**config.mk**
```make
export PLATFORM = sky130hd
export DESIGN_NAME = clk_enable_gen
export DESIGN_NICKNAME = d
export VERILOG_FILES = /design/src/rtl/clk_enable_gen.sv
export SDC_FILE = /design/constraint.sdc
export NUM_CORES = 1
export LEC_CHECK = 0
export ABC_AREA = 1
export BUFFER_PORTS_ARGS = -buffer_cell sky130_fd_sc_hd__buf_2
export CORE_AREA = 2 2 133 135
export CTS_CLUSTER_DIAMETER = 150
export DETAILED_ROUTE_END_ITERATION = 8
export DIE_AREA = 0 0 135 137
export SYNTH_ARGS = -nofsm -noshare
export SYNTH_HDL_FRONTEND = slang
export SYNTH_SLANG_ARGS = --single-unit
```
**constraint.sdc**
```tcl
create_clock -name clkin1 -period 7.15 [get_ports clkin1]
set_clock_uncertainty 0.15 [all_clocks]
set_input_delay 0.3575 -clock clkin1 [delete_from_list [all_inputs] [get_ports clkin1]]
set_output_delay 0.3575 -clock clkin1 [all_outputs]
set_load 0.005 [all_outputs]
```
**src/rtl/clk_enable_gen.sv**
```systemverilog
// clk_enable_gen: multi-channel clock-enable strobe generator.
// Each channel emits single-cycle enable strobes with its own programmable
// divide ratio and phase. All channels share a common restart point (ALIGN)
// and are gated on a filtered, synchronised MMCM lock.
// Optional feature macro: CLKEN_LOCK_LOSS_CNT_EN (saturating lock-loss counter).
module clk_enable_gen #(
    parameter int NUM_CH   = 2,
    parameter int CNT_W    = 8,
    parameter int LOCK_CYC = 16,
    parameter int DIV_RST  = 4,
    localparam int CH_W    = (NUM_CH > 1) ? $clog2(NUM_CH) : 1
) (
    input  logic              clkin1,
    input  logic              rst_n,
    input  logic              locked,
    input  logic              run,
    input  logic              cfg_valid,
    output logic              cfg_ready,
    input  logic [CH_W-1:0]   cfg_ch,
    input  logic [CNT_W-1:0]  cfg_div,
    input  logic [CNT_W-1:0]  cfg_phase,
    output logic [NUM_CH-1:0] ce,
    output logic              active,
    output logic [7:0]        lock_loss_cnt
);

    localparam int               LC_W     = $clog2(LOCK_CYC + 1);
    localparam logic [LC_W-1:0]  LOCK_MAX = LC_W'(LOCK_CYC);
    localparam logic [LC_W-1:0]  LC_ONE   = LC_W'(1);
    localparam logic [CNT_W-1:0] DIV_INIT = CNT_W'(DIV_RST);
    localparam logic [CNT_W-1:0] CNT_ZERO = {CNT_W{1'b0}};
    localparam logic [CNT_W-1:0] CNT_ONE  = CNT_W'(1);

    typedef enum logic [1:0] {
        S_WAIT_LOCK = 2'd0,
        S_ALIGN     = 2'd1,
        S_RUN       = 2'd2
    } state_t;

    // Effective divide: 0 and 1 both mean "strobe every cycle".
    function automatic logic [CNT_W-1:0] f_eff_div(input logic [CNT_W-1:0] div);
        return (div == CNT_ZERO) ? CNT_ONE : div;
    endfunction

    // Effective phase: clamped into the counter range 0..d-1.
    function automatic logic [CNT_W-1:0] f_eff_ph(input logic [CNT_W-1:0] div,
                                                  input logic [CNT_W-1:0] ph);
        logic [CNT_W-1:0] d_m1;
        d_m1 = f_eff_div(div) - CNT_ONE;
        return (ph > d_m1) ? d_m1 : ph;
    endfunction

    state_t             r_state;
    state_t             w_state_nxt;
    logic               r_lk_meta;
    logic               r_lk;
    logic [LC_W-1:0]    r_lock_cnt;
    logic               w_lock_ok;
    logic               r_pending;
    logic               w_pending_nxt;
    logic               r_cfg_ready;
    logic               w_cfg_ready_nxt;
    logic               w_accept;
    logic               w_ch_ok;
    logic               w_ch0_wrap;
    logic               r_active;
    logic [NUM_CH-1:0]  r_ce;
    logic [NUM_CH-1:0]  w_ce_nxt;

    logic [CNT_W-1:0]   r_div      [NUM_CH];
    logic [CNT_W-1:0]   r_ph       [NUM_CH];
    logic [CNT_W-1:0]   r_div_sh   [NUM_CH];
    logic [CNT_W-1:0]   r_ph_sh    [NUM_CH];
    logic [CNT_W-1:0]   r_cnt      [NUM_CH];
    logic [CNT_W-1:0]   w_div_nxt  [NUM_CH];
    logic [CNT_W-1:0]   w_ph_nxt   [NUM_CH];
    logic [CNT_W-1:0]   w_div_sh_nxt [NUM_CH];
    logic [CNT_W-1:0]   w_ph_sh_nxt  [NUM_CH];
    logic [CNT_W-1:0]   w_cnt_nxt  [NUM_CH];

    assign w_lock_ok  = r_lk && (r_lock_cnt == LOCK_MAX);
    assign w_accept   = cfg_valid && r_cfg_ready;
    assign w_ch_ok    = (32'(cfg_ch) < 32'(NUM_CH));
    assign w_ch0_wrap = (r_cnt[0] == (f_eff_div(r_div[0]) - CNT_ONE));

    // Two-flop synchroniser for the asynchronous MMCM lock.
    always_ff @(posedge clkin1 or negedge rst_n) begin
        if (!rst_n) begin
            r_lk_meta <= 1'b0;
            r_lk      <= 1'b0;
        end else begin
            r_lk_meta <= locked;
            r_lk      <= r_lk_meta;
        end
    end

    // Lock filter: clears on lock loss, saturates at LOCK_CYC.
    always_ff @(posedge clkin1 or negedge rst_n) begin
        if (!rst_n) begin
            r_lock_cnt <= {LC_W{1'b0}};
        end else if (!r_lk) begin
            r_lock_cnt <= {LC_W{1'b0}};
        end else if (r_lock_cnt != LOCK_MAX) begin
            r_lock_cnt <= r_lock_cnt + LC_ONE;
        end else begin
            r_lock_cnt <= r_lock_cnt;
        end
    end

    // FSM state register.
    always_ff @(posedge clkin1 or negedge rst_n) begin
        if (!rst_n) begin
            r_state <= S_WAIT_LOCK;
        end else begin
            r_state <= w_state_nxt;
        end
    end

    // FSM next state: lock loss has priority over run, run over pending updates.
    always_comb begin
        w_state_nxt = r_state;
        case (r_state)
            S_WAIT_LOCK: begin
                if (w_lock_ok && run) begin
                    w_state_nxt = S_ALIGN;
                end else begin
                    w_state_nxt = S_WAIT_LOCK;
                end
            end
            S_ALIGN: begin
                w_state_nxt = S_RUN;
            end
            S_RUN: begin
                if (!r_lk) begin
                    w_state_nxt = S_WAIT_LOCK;
                end else if (!run) begin
                    w_state_nxt = S_WAIT_LOCK;
                end else if (r_pending && w_ch0_wrap) begin
                    w_state_nxt = S_ALIGN;
                end else begin
                    w_state_nxt = S_RUN;
                end
            end
            default: begin
                w_state_nxt = S_WAIT_LOCK;
            end
        endcase
    end

    // Handshake next values: ALIGN consumes the pending update; no accept during ALIGN.
    always_comb begin
        w_pending_nxt = r_pending;
        if (r_state == S_ALIGN) begin
            w_pending_nxt = 1'b0;
        end else if (w_accept) begin
            w_pending_nxt = 1'b1;
        end else begin
            w_pending_nxt = r_pending;
        end
        w_cfg_ready_nxt = !w_pending_nxt && (w_state_nxt != S_ALIGN);
    end

    // Per-channel next values: shadow writes, ALIGN copy, counting and strobe decode.
    always_comb begin
        w_ce_nxt = {NUM_CH{1'b0}};
        for (int i = 0; i < NUM_CH; i++) begin
            w_div_sh_nxt[i] = r_div_sh[i];
            w_ph_sh_nxt[i]  = r_ph_sh[i];
            w_div_nxt[i]    = r_div[i];
            w_ph_nxt[i]     = r_ph[i];
            w_cnt_nxt[i]    = CNT_ZERO;

            if (w_accept && w_ch_ok && (32'(cfg_ch) == 32'(i))) begin
                w_div_sh_nxt[i] = cfg_div;
                w_ph_sh_nxt[i]  = cfg_phase;
            end else begin
                w_div_sh_nxt[i] = r_div_sh[i];
                w_ph_sh_nxt[i]  = r_ph_sh[i];
            end

            if (r_state == S_ALIGN) begin
                w_div_nxt[i] = r_div_sh[i];
                w_ph_nxt[i]  = r_ph_sh[i];
                w_cnt_nxt[i] = CNT_ZERO;
            end else if ((r_state == S_RUN) && (w_state_nxt == S_RUN)) begin
                if (r_cnt[i] == (f_eff_div(r_div[i]) - CNT_ONE)) begin
                    w_cnt_nxt[i] = CNT_ZERO;
                end else begin
                    w_cnt_nxt[i] = r_cnt[i] + CNT_ONE;
                end
            end else begin
                w_cnt_nxt[i] = CNT_ZERO;
            end

            w_ce_nxt[i] = (w_state_nxt == S_RUN) &&
                          (w_cnt_nxt[i] == f_eff_ph(w_div_nxt[i], w_ph_nxt[i]));
        end
    end

    // Channel registers: active and shadow configuration plus phase counters.
    always_ff @(posedge clkin1 or negedge rst_n) begin
        if (!rst_n) begin
            for (int i = 0; i < NUM_CH; i++) begin
                r_div[i]    <= DIV_INIT;
                r_ph[i]     <= CNT_ZERO;
                r_div_sh[i] <= DIV_INIT;
                r_ph_sh[i]  <= CNT_ZERO;
                r_cnt[i]    <= CNT_ZERO;
            end
        end else begin
            for (int i = 0; i < NUM_CH; i++) begin
                r_div[i]    <= w_div_nxt[i];
                r_ph[i]     <= w_ph_nxt[i];
                r_div_sh[i] <= w_div_sh_nxt[i];
                r_ph_sh[i]  <= w_ph_sh_nxt[i];
                r_cnt[i]    <= w_cnt_nxt[i];
            end
        end
    end

    // Registered outputs and handshake state.
    always_ff @(posedge clkin1 or negedge rst_n) begin
        if (!rst_n) begin
            r_ce        <= {NUM_CH{1'b0}};
            r_active    <= 1'b0;
            r_pending   <= 1'b0;
            r_cfg_ready <= 1'b1;
        end else begin
            r_ce        <= w_ce_nxt;
            r_active    <= (w_state_nxt == S_RUN);
            r_pending   <= w_pending_nxt;
            r_cfg_ready <= w_cfg_ready_nxt;
        end
    end

    assign ce        = r_ce;
    assign active    = r_active;
    assign cfg_ready = r_cfg_ready;

`ifdef CLKEN_LOCK_LOSS_CNT_EN
    logic [7:0] r_lock_loss_cnt;

    // Count RUN exits caused by lock loss, saturating at 255.
    always_ff @(posedge clkin1 or negedge rst_n) begin
        if (!rst_n) begin
            r_lock_loss_cnt <= 8'd0;
        end else if ((r_state == S_RUN) && !r_lk && (r_lock_loss_cnt != 8'hFF)) begin
            r_lock_loss_cnt <= r_lock_loss_cnt + 8'd1;
        end else begin
            r_lock_loss_cnt <= r_lock_loss_cnt;
        end
    end

    assign lock_loss_cnt = r_lock_loss_cnt;
`else
    assign lock_loss_cnt = 8'd0;
`endif

endmodule

```
==> results of run 1 <==
[logic make-up after synthesis]
kind of cell    Yosys count  share of synthesized area, %
mux                       3                         0.513
other cells               1                        0.0640
fa+ha+maj                24                          5.13
flops                    94                          40.3
simple gates            396                          29.8
xor+xnor                 32                          4.79
compound gates           97                          9.64
buf+inv                 135                          9.76
[cells in the mapped netlist (10+ instances only)]
master    instances  area share, %
inv_2            10           0.64
ha_1             24            5.1
xor2_1           25            3.7
nor2_1           63            4.0
clkbuf_1         11           0.71
nand4_1          13            1.4
nand3_1          40            3.4
o21ai_2          12            1.8
nand2_2          11            1.2
or2_2            10            1.1
o21ai_0          58            5.0
inv_1            99            6.3
dfrtp_1          89             38
nand2_1         223             14
a21oi_1          11           0.94
nor2_2           11            1.2
[worst min-delay path, stage by stage]
cell     delay (ns)
buf_2          0.09
inv_1          0.06
o21ai_0        0.08
[layout make-up]
type	instances	area (um2)
clock buffers	9	225
multi-input cells	560	2950
fillers	1776	10600
clock inverters	7	77.6
repair buffers	29	163
flip-flops and latches	94	2360
inverters	110	413
well taps	225	282
[layer usage]
metal	part of all wire, %	track usage (%)	routed length [um]	vias up
met2	43	23.9	5770	82
met3	3.2	2.19	432	13
met5	0	0	0	-
met1	52	22.5	6960	2176
met4	1.4	4.69	182	0
li1	-	-	-	2498
[power breakdown]
group,internal [uW],total (uW),switching [uW]
Combinational,70.0,188,118
Clock,275,486,210
Sequential,599,643,43.9
[final timing paths]
path	start	endpoint	slack, ns
worst max-delay path	r_state[1]$_DFF_PN0_	ce[0]$_DFF_PN0_	2.29
worst max register to register	r_state[1]$_DFF_PN0_	ce[0]$_DFF_PN0_	2.29
min in group asynchronous	rst_n	r_cnt[8]$_DFF_PN0_	0.44
max in group asynchronous	rst_n	r_div[10]$_DFF_PN1_	5.39
worst min register to register	r_lk_meta$_DFF_PN0_	r_lk$_DFF_PN0_	0.20
worst min-delay path	cfg_phase[1]	r_ph_sh[1]$_DFFE_PN0P_	0.14
[registers in the layout (all words and copies together), names as in the netlist]
name / count
active: 1
ce: 2
cfg_ready: 1
r_cnt: 16
r_div: 16
r_div_sh: 16
r_lk: 1
r_lk_meta: 1
r_lock_cnt: 5
r_pending: 1
r_ph: 16
r_ph_sh: 16
r_state: 2
[stage by stage]
step                      std cells  hold WS [ns]  utilization, %  instance area, um2
final                          1034         0.138            37.9                6470
after CTS                      1034         0.135            37.9                6470
after floorplan                 789       -0.0881               -                5880
after detailed placement       1016         0.187            36.0                6150
after global placement         1016         0.183            36.0                6150
after global routing           1034         0.166            37.9                6470
==> results.sh, run 1 <==
export IMPL_grt_max_degree=54
export IMPL_routabilityCongestion=0.871
export IMPL_nNetsFinal=850
export IMPL_hold_viol_final=0
export IMPL_ys_seq_area_share_pct=40.3
export IMPL_post_cts_buffers=0
export IMPL_coreArea_um2=17100
export IMPL_grt_util_all_layers_pct=15.5
export IMPL_die_w_um=135
export IMPL_holdPathStages=3
export IMPL_clock_path_buffers=2
export IMPL_async_flop_share_pct=100
export IMPL_hold_class="input port to flip-flop"
export IMPL_max_stage_delay_ns=0.57
export IMPL_grt_pass1_vias=4545
export IMPL_path_clk_slew_ns=0.07
export IMPL_start_kind="flip-flop"
export IMPL_syn_avg_cell_area_um2=7.49
export IMPL_setup_viol=0
export IMPL_drive_above_1_share_pct=13.7
export IMPL_worst_path_stages=26
export IMPL_vias=4769
export IMPL_num_rows=48
export IMPL_initial_utilization_pct=34.3
export IMPL_tightest_slew_ns=1.04
export IMPL_synth_cells=782
export IMPL_fin_tns_setup_ns=0
export IMPL_dr_pass1_iters=5
export IMPL_fmax_ghz=0.206
export IMPL_dp_hpwl_um=10500
export IMPL_powerDensity_nw_per_um2=203
export IMPL_wirelength_um=13300
export IMPL_slew_violations=0
export IMPL_mostFrequentLayoutCell="nand2_1"
export IMPL_syn_to_final_growth_pct=10.5
export IMPL_drv_cap=0
export IMPL_cts_sinks=94
export IMPL_cts_max_level=3
export IMPL_most_common_layout_cells="223 x nand2_1, 99 x inv_1, 89 x dfrtp_1"
export IMPL_layout_setup_ws_ns=2.29
export IMPL_cp_arrival_ns=4.98
export IMPL_port_buffers=25
export IMPL_ys_warn_count=0
export IMPL_cts_tree="yes"
export IMPL_pre_cts_slack_ns=2.28
export IMPL_post_route_period_util_pct=68.0
export IMPL_cts_resized=0
export IMPL_overflow=0
export IMPL_syn_area_um2=5860
export IMPL_wl_per_cell_um=12.9
export IMPL_crit_path_frequent_cell="nand2_1"
export IMPL_critPathRequiredTime_ns=7.28
export IMPL_cts_root_buffer="clkbuf_16"
export IMPL_die_area_um2=18500
export IMPL_grt_antenna_before_repair=0
export IMPL_grt_pass1_wl_um=22500
export IMPL_end_kind="flip-flop"
export IMPL_ir_drop_uv=157
export IMPL_p_leak_uw=0.00365
export IMPL_numCtsBuffers=9
export IMPL_io_pins=34
export IMPL_grt_setup_unrepaired="no"
export IMPL_yosysUniqueCellTypes=40
export IMPL_drc_errors=0
export IMPL_crit_buf_inv=4
export IMPL_drt_iter0_drc=242
export IMPL_n_antenna_cell=0
export IMPL_finalPower_uw=1320
export IMPL_synth_edf_count=0
export IMPL_cp_slowest_cell="nand2_2"
export IMPL_ys_ff_latch=94
export IMPL_synth_ff_type="dfrtp_1"
export IMPL_worst_r2r_cell_count=26
export IMPL_period_minus_slack_ns=4.86
export IMPL_cp_max_fo=49
export IMPL_crit_family="simple AND/OR/NAND/NOR gates"
export IMPL_holdBufCountCts=2
export IMPL_drtAntennaViolNets=0
export IMPL_viasPerCell=4.61
export IMPL_relSlewSlack_pct=30.4
export IMPL_status="finished, final reports clean"
export IMPL_insertion_delay_ns=0.34
export IMPL_dieHeight_um=137
export IMPL_worst_setup_path_type="flip-flop to flip-flop"
Power figures use the tool's default switching activity.
==> inputs of run 2 (changes only) <==
clock period = 4.8 ns   (was 7.15 ns; I/O delays follow)
==> run 2 against run 1 <==
Net effect: utilization increased by 0.40 points; die area is the same; maximum frequency is 13% higher; final cell count is 0.19% higher; register-to-register slack got worse by 1.8 ns; combinational power rose by 49%; worst hold slack lost 0.13 ns; global-route usage up 0.20 points; non-clock buffer count rose by 2; sequential power grew 49%; cell area grew 1.1%; sequential share of layout area down 0.38 points.
==> results.sh, run 2 (synthesized netlist as in run 1, its figures left out) <==
export IMPL_worst_setup_path_type="flip-flop to flip-flop"
export IMPL_tightest_slew_ns=0.947
export IMPL_combPwrFrac_pct=13.5
export IMPL_met1_usage_pct=22.2
export IMPL_critPathRequiredTime_ns=4.92
export IMPL_n_antenna_cell=0
export IMPL_power_frac_clock_pct=40.3
export IMPL_nNetsFinal=852
export IMPL_cts_max_level=3
export IMPL_drv_cap=0
export IMPL_routabilityCongestion=0.891
export IMPL_mostFrequentLayoutCell="nand2_1"
export IMPL_numCtsBuffers=9
export IMPL_vias=4847
export IMPL_start_kind="flip-flop"
export IMPL_power_switching_uw=556
export IMPL_cts_root_buffer="clkbuf_16"
export IMPL_gr_usage_met3_pct=2.48
export IMPL_overflow=0
export IMPL_dr_pass1_iters=5
export IMPL_hold_viol_final=0
export IMPL_initial_utilization_pct=34.3
export IMPL_dp_hpwl_um=10700
export IMPL_post_route_period_util_pct=89.8
export IMPL_grt_util_all_layers_pct=15.7
export IMPL_grt_pass1_vias=4655
export IMPL_drc_errors=0
export IMPL_die_w_um=135
export IMPL_die_area_um2=18500
export IMPL_ir_drop_uv=254
export IMPL_grt_setup_unrepaired="no"
export IMPL_holdWs_ns=0.00983
export IMPL_port_buffers=25
export IMPL_layout_setup_ws_ns=0.490
export IMPL_cts_sinks=94
export IMPL_cp_arrival_ns=4.43
export IMPL_fmax_ghz=0.232
export IMPL_grt_antenna_before_repair=0
export IMPL_period_minus_slack_ns=4.31
export IMPL_hold_class="input port to flip-flop"
export IMPL_wirelength_um=13600
export IMPL_clock_path_buffers=2
export IMPL_viasPerCell=4.68
export IMPL_status="finished, final reports clean"
export IMPL_slew_violations=0
export IMPL_powerDensity_nw_per_um2=316
export IMPL_grt_util_met2_pct=23.7
export IMPL_wl_per_cell_um=13.2
export IMPL_cp_max_fo=25
export IMPL_pre_cts_slack_ns=0.420
export IMPL_num_rows=48
export IMPL_cts_tree="yes"
export IMPL_seqPwrFrac_pct=46.2
export IMPL_drive_above_1_share_pct=13.9
export IMPL_path_clk_slew_ns=0.07
export IMPL_grt_busiest_layer="met2"
export IMPL_drtAntennaViolNets=0
export IMPL_grt_pass1_wl_um=22900
export IMPL_end_kind="flip-flop"
export IMPL_drt_iter0_drc=216
export IMPL_fin_tns_setup_ns=0
export IMPL_p_leak_uw=0.00368
export IMPL_insertion_delay_ns=0.35
export IMPL_relSlewSlack_pct=36.7
export IMPL_most_common_layout_cells="223 x nand2_1, 99 x inv_1, 89 x dfrtp_1"
export IMPL_fin_util_pct=38.3
export IMPL_io_pins=34
export IMPL_p_sw_share_pct=26.9
export IMPL_dieHeight_um=137
export IMPL_p_int_uw=1510
export IMPL_coreArea_um2=17100
export IMPL_syn_to_final_growth_pct=11.7
export IMPL_grt_max_degree=54
export IMPL_setup_viol=0
run 2: changes by cell type in the layout (fill, tap and decap cells not counted):
cell | before | now
buf_4 | 3 | 5
bufinv_16 | 1 | 3
clkinv_2 | 1 | 0
inv_6 | 4 | 2
inv_8 | 0 | 1
nand2_2 | 11 | 10
nand2_4 | 1 | 2
run 2: final cells by class:
class | instances | area [um2]
inverters | 110 | 413
flip-flops and latches | 94 | 2360
multi-input cells | 560 | 2960
repair buffers | 31 | 178
fillers | 1774 | 10500
clock inverters | 7 | 126
well taps | 225 | 282
clock buffers | 9 | 225
run 2: what timing repair did:
item                                    CTS  global route
resized for setup                         0             1
setup buffers                             0             0
endpoints found under the hold margin    38             0
hold buffers                              2             0
endpoints found under the setup margin    0             1
run 2: power groups by stage:
stage / Combinational, uW / Clock [uW] / Sequential [uW]
final: 280 / 833 / 955
after global routing: 326 / 888 / 968
after CTS: 282 / 852 / 956
after detailed placement: 280 / 0 / 970
after global placement: 275 / 0 / 969
after floorplan: 212 / 0 / 948
run 2: routing by layer:
| metal | wire length (um) | vias up |
|---|---|---|
| met3 | 549 | 24 |
| met4 | 350 | 0 |
| met1 | 6820 | 2199 |
| met5 | 0 | - |
| met2 | 5930 | 118 |
| li1 | - | 2506 |
run 2: per-stage QoR:
step                      power [uW]  instance area (um2)  instances
after floorplan                 1160                 5880        789
after global placement          1240                 6160       1018
after detailed placement        1250                 6160       1018
after CTS                       2090                 6530       1036
after global routing            2180                 6540       1036
final                           2070                 6540       1036
run 2: critical path, cell delays in order, from the launching register on:
cell and delay, ns:
dfrtp_1 0.44, nand2_4 0.27, buf_4 0.35, nand2_1 0.11, nand2_2 0.13, nand2_2 0.08, nor2_1 0.13, nand2_2 0.09
nand2_1 0.10, inv_1 0.07, ha_1 0.23, nand2_1 0.09, xor2_1 0.21, ha_1 0.27, nand2_1 0.07, nor2_1 0.05
nor3b_1 0.17, nand2_1 0.07, nand2_1 0.24, inv_1 0.15, o21ai_0 0.24, o21bai_1 0.15, nand3_1 0.09, nor2_1 0.09
nand2_1 0.06, nor2_1 0.12
run 2: final timing paths:
check,from,endpoint,slack [ns],cells past startpoint
max in group asynchronous,rst_n,r_lock_cnt[4]$_DFFE_PN0P_,3.16,3
min,cfg_phase[1],r_ph_sh[9]$_DFFE_PN0P_,0.01,3
max,r_state[0]$_DFF_PN0_,ce[1]$_DFF_PN0_,0.49,25
min reg2reg,r_lk_meta$_DFF_PN0_,r_lk$_DFF_PN0_,0.21,0
min in group asynchronous,rst_n,r_cnt[11]$_DFF_PN0_,0.26,2
max reg2reg,r_state[0]$_DFF_PN0_,ce[1]$_DFF_PN0_,0.49,25
==> inputs of run 3 (changes only) <==
ABC_AREA = 0   (was 1)
CORE_AREA = 2 2 130 132   (was 2 2 133 135)
DIE_AREA = 0 0 132 134   (was 0 0 135 137)
==> run 3 against run 2 <==
Net effect: clock-buffer cell count up 2; sequential power up 2%; cell area shrank 1.1%; critical path depth decreased by 9; critical path type unchanged; highest routed layer unchanged.
==> results.sh, run 3 <==
export IMPL_numCtsBuffers=9
export IMPL_ys_warn_count=0
export IMPL_p_leak_uw=0.00303
export IMPL_critPathRequiredTime_ns=4.86
export IMPL_most_common_layout_cells="87 x dfrtp_1, 65 x nand2_1, 38 x nor2_1"
export IMPL_slew_violations=0
export IMPL_wirelength_um=13500
export IMPL_yosys_cell_count_top_type="dfrtp_1"
export IMPL_path_clk_slew_ns=0.07
export IMPL_cp_max_fo=12
export IMPL_overflow=0
export IMPL_crit_path_end="ce[0]$_DFF_PN0_"
export IMPL_worst_setup_path_type="flip-flop to flip-flop"
export IMPL_wl_per_cell_um=16.1
export IMPL_dr_pass1_iters=5
export IMPL_drive_above_1_share_pct=18.4
export IMPL_nNetsFinal=660
export IMPL_drtAntennaViolNets=0
export IMPL_drt_iter0_drc=207
export IMPL_grt_util_all_layers_pct=16.0
export IMPL_hold_viol_final=0
export IMPL_n_antenna_cell=0
export IMPL_die_w_um=132
export IMPL_setup_viol=0
export IMPL_synth_cells=573
export IMPL_synthTopCellsByArea="dfrtp_1 40%, mux2_2 7.4%, ha_1 5.3%"
export IMPL_hold_class="input port to flip-flop"
export IMPL_viasPerCell=5.02
export IMPL_numPlacedInstances=810
export IMPL_ir_drop_uv=211
export IMPL_n_fill_cell=1630
export IMPL_cts_root_buffer="clkbuf_16"
export IMPL_grt_max_degree=50
export IMPL_routabilityCongestion=0.834
export IMPL_dp_hpwl_um=10100
export IMPL_crit_family="compound AO/OA/AOI/OAI gates"
export IMPL_r2r_start="r_state[1]$_DFF_PN0_"
export IMPL_mostFrequentLayoutCell="dfrtp_1"
export IMPL_die_area_um2=17700
export IMPL_fmax_ghz=0.220
export IMPL_cts_sinks=94
export IMPL_synth_ff_type="dfrtp_1"
export IMPL_dieHeight_um=134
export IMPL_insertion_delay_ns=0.35
export IMPL_ys_seq_area_share_pct=41.9
export IMPL_num_rows=47
export IMPL_vias=4210
export IMPL_post_route_period_util_pct=94.9
export IMPL_clock_path_buffers=2
export IMPL_async_flop_share_pct=100
export IMPL_cp_arrival_ns=4.62
export IMPL_status="finished, final reports clean"
export IMPL_crit_buf_inv=2
export IMPL_period_minus_slack_ns=4.56
export IMPL_fin_cells=839
export IMPL_powerDensity_nw_per_um2=282
export IMPL_grt_antenna_before_repair=0
export IMPL_syn_to_final_growth_pct=14.9
export IMPL_synth_edf_count=0
export IMPL_coreArea_um2=16300
export IMPL_initial_utilization_pct=34.5
export IMPL_yosysTopAreaCellShare_pct=39.6
export IMPL_critPathLaunch="r_state[1]$_DFF_PN0_"
export IMPL_worst_path_stages=16
export IMPL_worst_r2r_cell_count=16
export IMPL_reg2reg_setup_slack_ns=0.24
export IMPL_r2r_end="ce[0]$_DFF_PN0_"
export IMPL_yosysUniqueCellTypes=69
export IMPL_ys_ff_latch=94
export IMPL_synth_commonest_cells="89 x dfrtp_1, 65 x nand2_1, 38 x nor2_1"
export IMPL_relSlewSlack_pct=35.3
export IMPL_syn_avg_cell_area_um2=9.82
export IMPL_port_buffers=25
export IMPL_max_stage_delay_ns=0.45
export IMPL_grt_setup_unrepaired="no"
export IMPL_grt_pass1_wl_um=22400
export IMPL_cts_max_level=3
export IMPL_drc_errors=0
export IMPL_cp_slowest_cell="dfrtp_2"
export IMPL_path_cells="nor2b_4 > buf_4 > mux2_1 > a31o_2 > inv_1 > ha_2 > and2_1 > o211ai_1 > ha_1 > nand4_1 > a21oi_2 > o22ai_4 > or3_1 > a221oi_1 > o21ai_0 > a2111oi_1"
export IMPL_tightest_slew_ns=0.967
export IMPL_grt_pass1_vias=4286
export IMPL_syn_area_um2=5630
export IMPL_end_kind="flip-flop"
export IMPL_post_cts_buffers=0
export IMPL_yosysTopAreaCell="dfrtp_1"
export IMPL_io_pins=34
export IMPL_drv_cap=0
export IMPL_finalPower_uw=1820
export IMPL_cts_tree="yes"
export IMPL_start_kind="flip-flop"
==> run 3: area by class of cell <==
cell class	instances	area [um2]	area share [%]
Clock buffer	11	243	3.75
Clock inverter	5	43.8	0.677
Sequential cell	94	2360	36.5
Tap cell	220	275	4.26
Inverter	32	120	1.86
Timing Repair Buffer	50	348	5.38
Multi-Input combinational cell	427	3070	47.6
==> run 3: report_power, final <==
part	total (uW)	internal [uW]	switching, uW
clock	689	372	317
combinational	159	96.7	62.7
sequential	972	896	75.9
total	1820	1360	456
==> run 3: cell families (layout without fill, tap and decap cells) <==
logic type,Yosys count,in the layout,share of synthesized area [%]
flops,94,94,41.9
xor+xnor,46,46,7.16
other cells,1,8,0.0666
fa+ha+maj,24,24,5.34
mux,60,60,11.5
buf+inv,59,98,4.80
simple gates,196,196,17.7
compound gates,93,93,11.4
==> run 3: how the worst min path moves through the flow <==
stage	to	cells after the start	slack [ns]	start
global route	r_ph_sh[6]$_DFFE_PN0P_	2	0.005	cfg_phase[6]
finish	r_ph_sh[6]$_DFFE_PN0P_	2	0.009	cfg_phase[6]
CTS	r_ph_sh[6]$_DFFE_PN0P_	2	0.0007	cfg_phase[6]
floorplan	active$_DFF_PN0_	0	-0.21	rst_n
global placement	r_div_sh[13]$_DFFE_PN0P_	1	0.14	rst_n
detailed placement	r_div_sh[11]$_DFFE_PN0P_	1	0.15	rst_n
==> run 3: per-stage QoR <==
stage	area, um2	utilization, %	setup WS (ns)	setup TNS (ns)	hold slack [ns]
after floorplan	5650	-	0.251	0	-0.206
after global placement	6000	36.9	-0.0831	-0.0831	0.144
after detailed placement	6000	36.9	-0.114	-0.114	0.147
after CTS	6430	39.5	0.108	0	0.000654
after global routing	6460	39.7	0.00103	0	0.00487
final	6460	39.7	0.245	0	0.00907
==> run 3: what timing repair did <==
| item | CTS | global route |
|---|---|---|
| pin swaps | 0 | 1 |
| hold buffers | 13 | 0 |
| endpoints found under the setup margin | 1 | 2 |
| gates resized for setup | 1 | 11 |
| hold endpoints to repair | 64 | 0 |
==> run 3: metal layers <==
layer	GRT usage, %	routed length [um]
met4	5.43	149
met5	0	0
met3	2.68	335
met1	21.1	6410
met2	26.9	6590
==> run 3: worst reg2reg max path, cell delays in order, from the launching register on <==
cell	delay [ns]
dfrtp_2	0.45
nor2b_4	0.18
buf_4	0.23
mux2_1	0.38
a31o_2	0.29
inv_1	0.09
ha_2	0.24
and2_1	0.15
o211ai_1	0.17
ha_1	0.34
nand4_1	0.21
a21oi_2	0.22
o22ai_4	0.14
or3_1	0.37
a221oi_1	0.28
o21ai_0	0.12
a2111oi_1	0.41
